--- src/rtl/reg_demux.sv ---
// reg_demux: routes one upstream register request to one of NUM_SLAVES
// downstream reg_blocks, chosen by addr[SEL_LSB +: SEL_W], and returns that
// slave's completion upstream.
//
// Ports
//   clk, rst        : clock, synchronous active-high reset
//   s_reg_*         : upstream request (req pulse + fields) / response
//                     (ack pulse, err, rdata)
//   m_reg_*         : downstream fields broadcast to all slaves, one-hot req
//                     pulse, per-slave rdata/ack/err
//   busy            : transaction in flight, through the s_reg_ack cycle
//   timeout         : pulses with a completion caused by slave silence
//
// Only one transaction is ever outstanding.  Out-of-range selects complete
// immediately with an error and never reach a slave.
module reg_demux #(
  parameter int REG_ADDR_WIDTH = 16,
  parameter int REG_DATA_WIDTH = 32,
  parameter int NUM_SLAVES     = 4,
  parameter int SEL_LSB        = 12,
  parameter int TIMEOUT_CYCLES = 64
) (
  input  logic                                 clk,
  input  logic                                 rst,
  input  logic [REG_ADDR_WIDTH-1:0]            s_reg_addr,
  input  logic [REG_DATA_WIDTH-1:0]            s_reg_wdata,
  input  logic                                 s_reg_wren,
  input  logic [REG_DATA_WIDTH/8-1:0]          s_reg_be,
  input  logic                                 s_reg_req,
  output logic [REG_DATA_WIDTH-1:0]            s_reg_rdata,
  output logic                                 s_reg_ack,
  output logic                                 s_reg_err,
  output logic [REG_ADDR_WIDTH-1:0]            m_reg_addr,
  output logic [REG_DATA_WIDTH-1:0]            m_reg_wdata,
  output logic                                 m_reg_wren,
  output logic [REG_DATA_WIDTH/8-1:0]          m_reg_be,
  output logic [NUM_SLAVES-1:0]                m_reg_req,
  input  logic [NUM_SLAVES*REG_DATA_WIDTH-1:0] m_reg_rdata,
  input  logic [NUM_SLAVES-1:0]                m_reg_ack,
  input  logic [NUM_SLAVES-1:0]                m_reg_err,
  output logic                                 busy,
  output logic                                 timeout
);

  localparam int SEL_W = $clog2(NUM_SLAVES);
  localparam int BE_W  = REG_DATA_WIDTH / 8;
  localparam int CNT_W = $clog2(TIMEOUT_CYCLES);
  localparam logic [CNT_W-1:0] CNT_MAX = CNT_W'(TIMEOUT_CYCLES - 1);

  localparam logic [1:0] S_IDLE  = 2'd0;
  localparam logic [1:0] S_ISSUE = 2'd1;
  localparam logic [1:0] S_WAIT  = 2'd2;
  localparam logic [1:0] S_RESP  = 2'd3;

  logic [1:0]                state_q, state_d;
  logic [REG_ADDR_WIDTH-1:0] addr_q,  addr_d;
  logic [REG_DATA_WIDTH-1:0] wdata_q, wdata_d;
  logic                      wren_q,  wren_d;
  logic [BE_W-1:0]           be_q,    be_d;
  logic [SEL_W-1:0]          sel_q,   sel_d;
  logic [CNT_W-1:0]          cnt_q,   cnt_d;
  logic [REG_DATA_WIDTH-1:0] rdata_q, rdata_d;
  logic                      err_q,   err_d;
  logic                      to_q,    to_d;

  logic [SEL_W-1:0]          sel_in;
  logic                      sel_ok;
  logic                      ack_hit;
  logic                      err_hit;
  logic [REG_DATA_WIDTH-1:0] rdata_hit;

  assign sel_in = s_reg_addr[SEL_LSB +: SEL_W];
  // Extra bit so the compare also works when NUM_SLAVES is a power of two.
  assign sel_ok = {1'b0, sel_in} < (SEL_W+1)'(NUM_SLAVES);

  // Pick out the selected slave's response; everyone else is ignored.
  always_comb begin
    ack_hit   = 1'b0;
    err_hit   = 1'b0;
    rdata_hit = '0;
    for (int i = 0; i < NUM_SLAVES; i++) begin
      if (sel_q == SEL_W'(i)) begin
        ack_hit   = m_reg_ack[i];
        err_hit   = m_reg_err[i];
        rdata_hit = m_reg_rdata[i*REG_DATA_WIDTH +: REG_DATA_WIDTH];
      end
    end
  end

  always_comb begin
    state_d = state_q;
    addr_d  = addr_q;
    wdata_d = wdata_q;
    wren_d  = wren_q;
    be_d    = be_q;
    sel_d   = sel_q;
    cnt_d   = cnt_q;
    rdata_d = rdata_q;
    err_d   = err_q;
    to_d    = to_q;
    case (state_q)
      S_IDLE: begin
        if (s_reg_req) begin
          addr_d  = s_reg_addr;
          wdata_d = s_reg_wdata;
          wren_d  = s_reg_wren;
          be_d    = s_reg_be;
          sel_d   = sel_in;
          rdata_d = '0;
          to_d    = 1'b0;
          err_d   = ~sel_ok;
          state_d = sel_ok ? S_ISSUE : S_RESP;
        end
      end
      S_ISSUE, S_WAIT: begin
        // An ack is honoured even on the expiry cycle, and already in ISSUE
        // for slaves that answer combinationally.
        if (ack_hit) begin
          rdata_d = wren_q ? '0 : rdata_hit;
          err_d   = err_hit;
          to_d    = 1'b0;
          state_d = S_RESP;
        end else if (state_q == S_ISSUE) begin
          cnt_d   = '0;
          state_d = S_WAIT;
        end else if (cnt_q == CNT_MAX) begin
          rdata_d = '0;
          err_d   = 1'b1;
          to_d    = 1'b1;
          state_d = S_RESP;
        end else begin
          cnt_d = cnt_q + CNT_W'(1);
        end
      end
      default: state_d = S_IDLE;   // S_RESP: single response cycle
    endcase
  end

  always_ff @(posedge clk) begin
    if (rst) begin
      state_q <= S_IDLE;
      addr_q  <= '0;
      wdata_q <= '0;
      wren_q  <= 1'b0;
      be_q    <= '0;
      sel_q   <= '0;
      cnt_q   <= '0;
      rdata_q <= '0;
      err_q   <= 1'b0;
      to_q    <= 1'b0;
    end else begin
      state_q <= state_d;
      addr_q  <= addr_d;
      wdata_q <= wdata_d;
      wren_q  <= wren_d;
      be_q    <= be_d;
      sel_q   <= sel_d;
      cnt_q   <= cnt_d;
      rdata_q <= rdata_d;
      err_q   <= err_d;
      to_q    <= to_d;
    end
  end

  always_comb begin
    m_reg_req = '0;
    for (int i = 0; i < NUM_SLAVES; i++)
      m_reg_req[i] = (state_q == S_ISSUE) && (sel_q == SEL_W'(i));
  end

  // Latched fields stay on the bus between transactions as well.
  assign m_reg_addr  = addr_q;
  assign m_reg_wdata = wdata_q;
  assign m_reg_wren  = wren_q;
  assign m_reg_be    = be_q;

  assign s_reg_ack   = (state_q == S_RESP);
  assign s_reg_err   = s_reg_ack & err_q;
  assign s_reg_rdata = s_reg_ack ? rdata_q : '0;
  assign timeout     = s_reg_ack & to_q;
  assign busy        = (state_q != S_IDLE);

endmodule

--- config.mk ---
export PLATFORM = sky130hd
export DESIGN_NAME = reg_demux
export DESIGN_NICKNAME = d
export VERILOG_FILES = /design/src/rtl/reg_demux.sv
export SDC_FILE = /design/constraint.sdc
export NUM_CORES = 1
export LEC_CHECK = 0
export BUFFER_PORTS_ARGS = -buffer_cell sky130_fd_sc_hd__buf_2
export CAP_MARGIN = 0
export CORE_AREA = 2 2 110 112
export CTS_BUF_LIST = sky130_fd_sc_hd__clkbuf_4
export DETAILED_ROUTE_END_ITERATION = 16
export DIE_AREA = 0 0 112 114
export GPL_TIMING_DRIVEN = 0
export PLACE_DENSITY_LB_ADDON = 0.05
export REMOVE_ABC_BUFFERS = 1
export SYNTH_ARGS = -nofsm -noshare
export SYNTH_HDL_FRONTEND = slang
export SYNTH_SLANG_ARGS = --single-unit
--- constraint.sdc ---
create_clock -name clk -period 3.7 [get_ports clk]
set_input_delay 1.11 -clock clk [delete_from_list [all_inputs] [get_ports clk]]
set_output_delay 1.11 -clock clk [all_outputs]
set_load 0.05 [all_outputs]
==> flow_metrics.py, run 1 <==
metrics = {
    "clock_network": {
        "hold_buffers": 0,
        "numClockSinks": 95,
        "cts_resized": 0,
        "cts_root_buf": "clkbuf_4",
        "cts_setup_buffers": 0,
        "cts_buffers": 9,
        "clk_pin_slew_worst_paths_ns": 0.15,
        "clk_latency_ns": 0.46,
        "cts_max_path_buffers": 2,
        "tritoncts": "done",
        "htreeDepth": 3,
    },
    "logic_synthesis": {
        "netlist_area_um2": 4938,
        "ys_seq_elements": 95,
        "synth_top_area_share_pct": 38.51,
        "synth_ff_type": "dfxtp_1",
        "ys_seq_area_share_pct": 38.51,
        "ys_warn_count": 0,
        "ys_async_sr_fraction_pct": 0,
        "synth_largest_area_cell": "dfxtp_1",
        "synthTopCellsByCount": "nand2_1, dfxtp_1, a21oi_1",
        "syn-instance-count": 540,
        "synth.area.top_cells": "dfxtp_1, mux4_2, nand2_1",
        "avgSynthCellArea_um2": 9.145,
        "ys_types": 41,
        "synth_most_common_cell": "nand2_1",
        "synth-edff-count": 0,
    },
    "placed_design": {
        "gp_congestion": 0.7809,
        "place.port_buffers": 284,
        "dp_hpwl_um": 10980,
        "post_dp_cell_area_um2": 6484,
        "place_inst": 928,
    },
    "cells_and_area": {
        "fin_nets": 990,
        "seqCellArea_um2": 1904,
        "antennaDiodeCount": 0,
        "area_growth_syn_to_layout_pct": 34.05,
        "drive_gt1_share_pct": 47.68,
        "final_cells": 944,
        "multi_input_area_um2": 2815,
        "final_cell_area_um2": 6620,
        "nFillCells": 1100,
    },
    "setup_path": {
        "crit_type": "reg -> out",
        "cp-startpoint": "state_q[0]$_SDFFE_PP0P_",
        "cp_max_fo": 35,
        "setup.worst_path.end_class": "output pin",
        "r2r-start": "m_reg_addr[13]$_SDFFE_PP0P_",
        "reg2reg_depth": 4,
        "r2r-end": "err_q$_SDFFE_PP0P_",
        "cp-start-kind": "register",
        "cp-endpoint": "s_reg_rdata[26]",
        "required_ns": 2.59,
        "critPathArrivalTime_ns": 2.40,
        "rrSetupSlack_ns": 0.96,
    },
    "sta": {
        "hold_viol": 0,
        "rsz0062_at_grt": "no",
        "fmax_ghz": 0.2847,
        "max-slew-margin-rel_pct": 22.93,
        "final_max_slew_viol_count": 0,
        "worstMarginPinSlew_ns": 1.156,
        "skew_ns": 0.01041,
        "period_needed_ns": 3.512,
        "fin_crit_sh_pct": 94.92,
        "finalSetupViolCount": 0,
    },
    "detailed_routing": {
        "dr.pass1.iters": 4,
        "wl_um": 14980,
        "vias_per_cell": 5.245,
        "ant_nets": 0,
        "wl_per_cell_um": 15.86,
        "drtIter0Drc": 307,
        "remaining_drc_errors": 0,
        "dr_total_vias": 4951,
    },
    "die": {
        "die-area_um2": 12770,
        "initial_utilization_pct": 42.17,
        "coreArea_um2": 11710,
        "std_cell_rows": 40,
        "io_pins": 285,
        "die_w_um": 112,
        "fp.dieH_um": 114,
    },
    "power": {
        "vdd_ir_drop_max_mv": 0.3270,
        "p_leak_nw": 2.997,
        "power.density_nw_per_um2": 550.4,
    },
    "global_route": {
        "grt_max_degree": 96,
        "grt_pass1_vias": 4721,
        "overflow": 0,
        "grt_first_pass_wirelength_um": 23230,
        "grt.total_usage_pct": 22.88,
        "antenna_found_initial": 1,
    },
    "min_path": {
        "hold_class": "reg -> reg",
    },
    "flow_run": {
        "drv_cap": 0,
    },
    "outcome": {
        "status": "finished clean",
    },
}
## worst min-delay path by stage
stage                                             from                            to  cells past startpoint
final                     m_reg_wdata[26]$_SDFFE_PP0P_  m_reg_wdata[26]$_SDFFE_PP0P_                      2
after global routing      m_reg_wdata[10]$_SDFFE_PP0P_  m_reg_wdata[10]$_SDFFE_PP0P_                      2
after CTS                 m_reg_wdata[26]$_SDFFE_PP0P_  m_reg_wdata[26]$_SDFFE_PP0P_                      2
after detailed placement  m_reg_wdata[26]$_SDFFE_PP0P_  m_reg_wdata[26]$_SDFFE_PP0P_                      2
after global placement    m_reg_wdata[10]$_SDFFE_PP0P_  m_reg_wdata[10]$_SDFFE_PP0P_                      2
after floorplan                  cnt_q[4]$_SDFFE_PP0P_         cnt_q[4]$_SDFFE_PP0P_                      1
## layout by cell type, fill, tap and decap left out, types with 2 or more instances in the layout
cell,synthesis,routed
nand2_1,112,111
buf_12,0,3
buf_2,4,283
nor3_1,3,2
nor2_1,2,2
and3_1,2,2
clkbuf_4,0,10
o31ai_1,2,2
nand2b_1,36,36
a211oi_1,2,2
buf_16,0,2
nand4_1,32,32
and2_1,35,34
dfxtp_2,0,2
nand3_1,5,5
o21ai_2,30,30
a21oi_1,61,61
mux2_2,2,2
inv_1,5,5
or4_1,2,2
buf_6,4,2
mux4_2,34,34
a41oi_1,2,2
ha_1,6,6
dfxtp_1,95,93
clkinv_2,0,3
o21ai_0,4,4
and4_1,2,2
## logic make-up after synthesis
| family | share of synthesized area (%) |
|---|---|
| and+or+nand+nor | 23.92 |
| AOI/OAI and AO/OA | 15.00 |
| DFF | 38.51 |
| buffers and inverters | 4.890 |
| muxes | 16.16 |
| adders and majority gates | 1.520 |
## routing by layer
| layer | global-route usage (%) | share of wire (%) | up-vias | routed length, µm |
|---|---|---|---|---|
| met5 | 0 | 0.087 | - | 13 |
| met4 | 9.350 | 2.3 | 2 | 347 |
| met3 | 3.985 | 6.3 | 27 | 939 |
| met2 | 39.96 | 49 | 187 | 7382 |
| met1 | 28.21 | 42 | 2320 | 6293 |
| li1 | - | - | 2415 | - |
## where the power goes
group	switching (mW)	internal, mW	total (mW)
logic	1.21	0.573	1.78
clock network	0.358	0.212	0.569
registers	0.111	1.18	1.29
total	1.68	1.97	3.64
## area by class of cell
type                    instances  area share [%]
repair buffers                291           23.59
multi-input cells             390           42.53
clock inverters                 6          0.9261
flip-flops and latches         95           28.77
inverters                       5          0.2835
clock buffers                  10           1.134
well taps                     147           2.778
## sequential cells by signal, summed over array words and instances (netlist names)
signal	cells
state_q	2
cnt_q	6
err_q	1
to_q	1
m_reg_wdata	32
m_reg_wren	1
rdata_q	32
m_reg_addr	16
m_reg_be	4
## critical path: stages (launching register included)
cell and delay [ns]:
dfxtp_1 0.45, ha_1 0.96, and2_1 0.24, buf_2 0.28
## through the flow
step | util [%] | setup TNS, ns | setup WS [ns] | hold slack [ns] | total power [mW]
2_1_floorplan | - | -3.607 | -0.6340 | 0.4307 | 2.488
3_3_place_gp | 53.97 | -56.76 | -1.732 | 0.4384 | 2.969
3_5_place_dp | 55.36 | 0 | 0.5055 | 0.4456 | 3.115
4_1_cts | 56.53 | 0 | 0.1037 | 0.4654 | 3.689
5_1_grt | 56.53 | 0 | 0.0008327 | 0.4782 | 3.861
6_report | 56.53 | 0 | 0.1881 | 0.4627 | 3.644
Power figures use the tool's default switching activity.
==> run 2: changes to the inputs <==
BUFFER_PORTS_ARGS = -buffer_cell sky130_fd_sc_hd__clkbuf_2   (was -buffer_cell sky130_fd_sc_hd__buf_2)
==> run 2 against run 1 <==
Effect of this change: design area grew 0.40%; clock-buffer cell count shrank 1; setup slack gained 0.37 ns; combinational power is essentially flat; critical endpoint is now s_reg_rdata[21]; sequential cell count is the same; non-clock buffer count grew 1; register-to-register slack lost 0.22 ns; via count is essentially flat; sequential power is essentially flat.
==> flow_metrics.py, run 2 (synthesized netlist as in run 1, its figures left out) <==
metrics = {
    "cells_and_area": {
        "fin_nets": 991,
        "drive_gt1_share_pct": 47.87,
        "final_cells": 945,
        "fin_util_pct": 56.75,
        "final_cell_area_um2": 6646,
        "antennaDiodeCount": 0,
        "mostFrequentLayoutCells": "clkbuf_2, nand2_1, dfxtp_1",
        "area_growth_syn_to_layout_pct": 34.58,
        "final_common_cell": "clkbuf_2",
    },
    "detailed_routing": {
        "wl_per_cell_um": 15.99,
        "wl_um": 15120,
        "vias_per_cell": 5.236,
        "dr.pass1.iters": 6,
        "ant_nets": 0,
        "remaining_drc_errors": 0,
        "dr_total_vias": 4948,
        "drtIter0Drc": 342,
    },
    "clock_network": {
        "hold_buffers": 0,
        "cts_max_path_buffers": 2,
        "htreeDepth": 3,
        "tritoncts": "done",
        "numClockSinks": 95,
        "clk_pin_slew_worst_paths_ns": 0.16,
        "cts_root_buf": "clkbuf_4",
        "clk_latency_ns": 0.45,
        "cts_buffers": 9,
        "cts_setup_buffers": 0,
    },
    "die": {
        "io_pins": 285,
        "coreArea_um2": 11710,
        "std_cell_rows": 40,
        "initial_utilization_pct": 42.17,
        "die-area_um2": 12770,
        "fp.dieH_um": 114,
        "die_w_um": 112,
    },
    "global_route": {
        "grt_first_pass_wirelength_um": 23570,
        "antenna_found_initial": 0,
        "grt.total_usage_pct": 22.97,
        "overflow": 0,
        "grt_max_degree": 53,
        "grt_pass1_vias": 4648,
    },
    "power": {
        "power.density_nw_per_um2": 550.4,
        "p_int_mw": 1.961,
        "pwr-share-seq_pct": 35.4,
        "clkPwrFrac_pct": 15.6,
        "swShare_pct": 46.38,
        "p_leak_nw": 2.968,
        "vdd_ir_drop_max_mv": 0.3312,
        "p_sw_mw": 1.697,
        "comb_power_share_pct": 49.0,
    },
    "outcome": {
        "status": "finished clean",
    },
    "placed_design": {
        "place_inst": 929,
        "post-place-ws_ns": 0.5356,
        "gp_congestion": 0.7710,
        "dp_hpwl_um": 11160,
        "place.port_buffers": 284,
        "post_dp_cell_area_um2": 6504,
    },
    "setup_path": {
        "critPathArrivalTime_ns": 2.04,
        "setup.worst_path.end_class": "output pin",
        "crit_type": "reg -> out",
        "cp_max_fo": 35,
        "cp-start-kind": "register",
        "required_ns": 2.59,
    },
    "sta": {
        "fmax_ghz": 0.3179,
        "fin_crit_sh_pct": 85.03,
        "skew_ns": 0.01268,
        "hold_viol": 0,
        "rsz0062_at_grt": "no",
        "finalSetupViolCount": 0,
        "fin_ws_ns": 0.5541,
        "period_needed_ns": 3.146,
        "final_max_slew_viol_count": 0,
        "max-slew-margin-rel_pct": 45.55,
        "hold_ws_ns": 0.4651,
        "worstMarginPinSlew_ns": 0.8167,
    },
    "min_path": {
        "hold_class": "reg -> reg",
    },
    "flow_run": {
        "drv_cap": 0,
    },
}
-- run 2: area by class of cell --
cell class | count | area, µm²
Timing Repair Buffer | 292 | 1582
Fill cell | 1072 | 5065
Clock inverter | 7 | 72.57
Multi-Input combinational cell | 390 | 2818
Clock buffer | 9 | 67.56
Tap cell | 147 | 183.9
Sequential cell | 95 | 1904
Inverter | 5 | 18.77
-- run 2: per-stage QoR --
step                power [mW]  TNS, ns
floorplan                2.488   -3.607
global placement         2.975   -71.56
detailed placement       3.121        0
CTS                      3.694        0
global route             3.880        0
finish                   3.658        0
-- run 2: routing by layer --
| layer | vias to the layer above | global-route usage [%] | routed length (µm) |
|---|---|---|---|
| met3 | 17 | 5.420 | 1010 |
| li1 | 2424 | - | - |
| met5 | - | 0 | 0 |
| met1 | 2315 | 28.97 | 6450 |
| met4 | 0 | 6.585 | 221 |
| met2 | 192 | 39.64 | 7434 |
-- run 2: power by group through the flow --
stage               registers, mW  clock network [mW]  logic [mW]
floorplan                    1.65                   0       0.837
global route                 1.32               0.636        1.93
global placement             1.35                   0        1.63
CTS                          1.30               0.593        1.80
finish                       1.30               0.572        1.79
detailed placement           1.32                   0        1.80
-- run 2: path summary, 6_finish.rpt --
path / startpoint / endpoint / slack, ns / cells past startpoint
hold / removal: m_reg_be[3]$_SDFFE_PP0P_ / m_reg_be[3]$_SDFFE_PP0P_ / 0.47 / 2
hold reg to reg: m_reg_be[3]$_SDFFE_PP0P_ / m_reg_be[3]$_SDFFE_PP0P_ / 0.47 / 2
setup reg to reg: m_reg_addr[12]$_SDFFE_PP0P_ / err_q$_SDFFE_PP0P_ / 0.74 / 4
setup / recovery: state_q[1]$_SDFFE_PP0P_ / s_reg_rdata[21] / 0.55 / 3
-- run 2: worst max-delay path: stages (launching register included) --
cell and delay (ns):
dfxtp_1 0.44, ha_2 0.63, and2_1 0.23, clkbuf_2 0.28
-- run 2: what timing repair did --
action                     in CTS  in global routing
hold endpoints to repair        0                  0
gates resized for setup         0                  1
setup endpoints to repair       0                 18
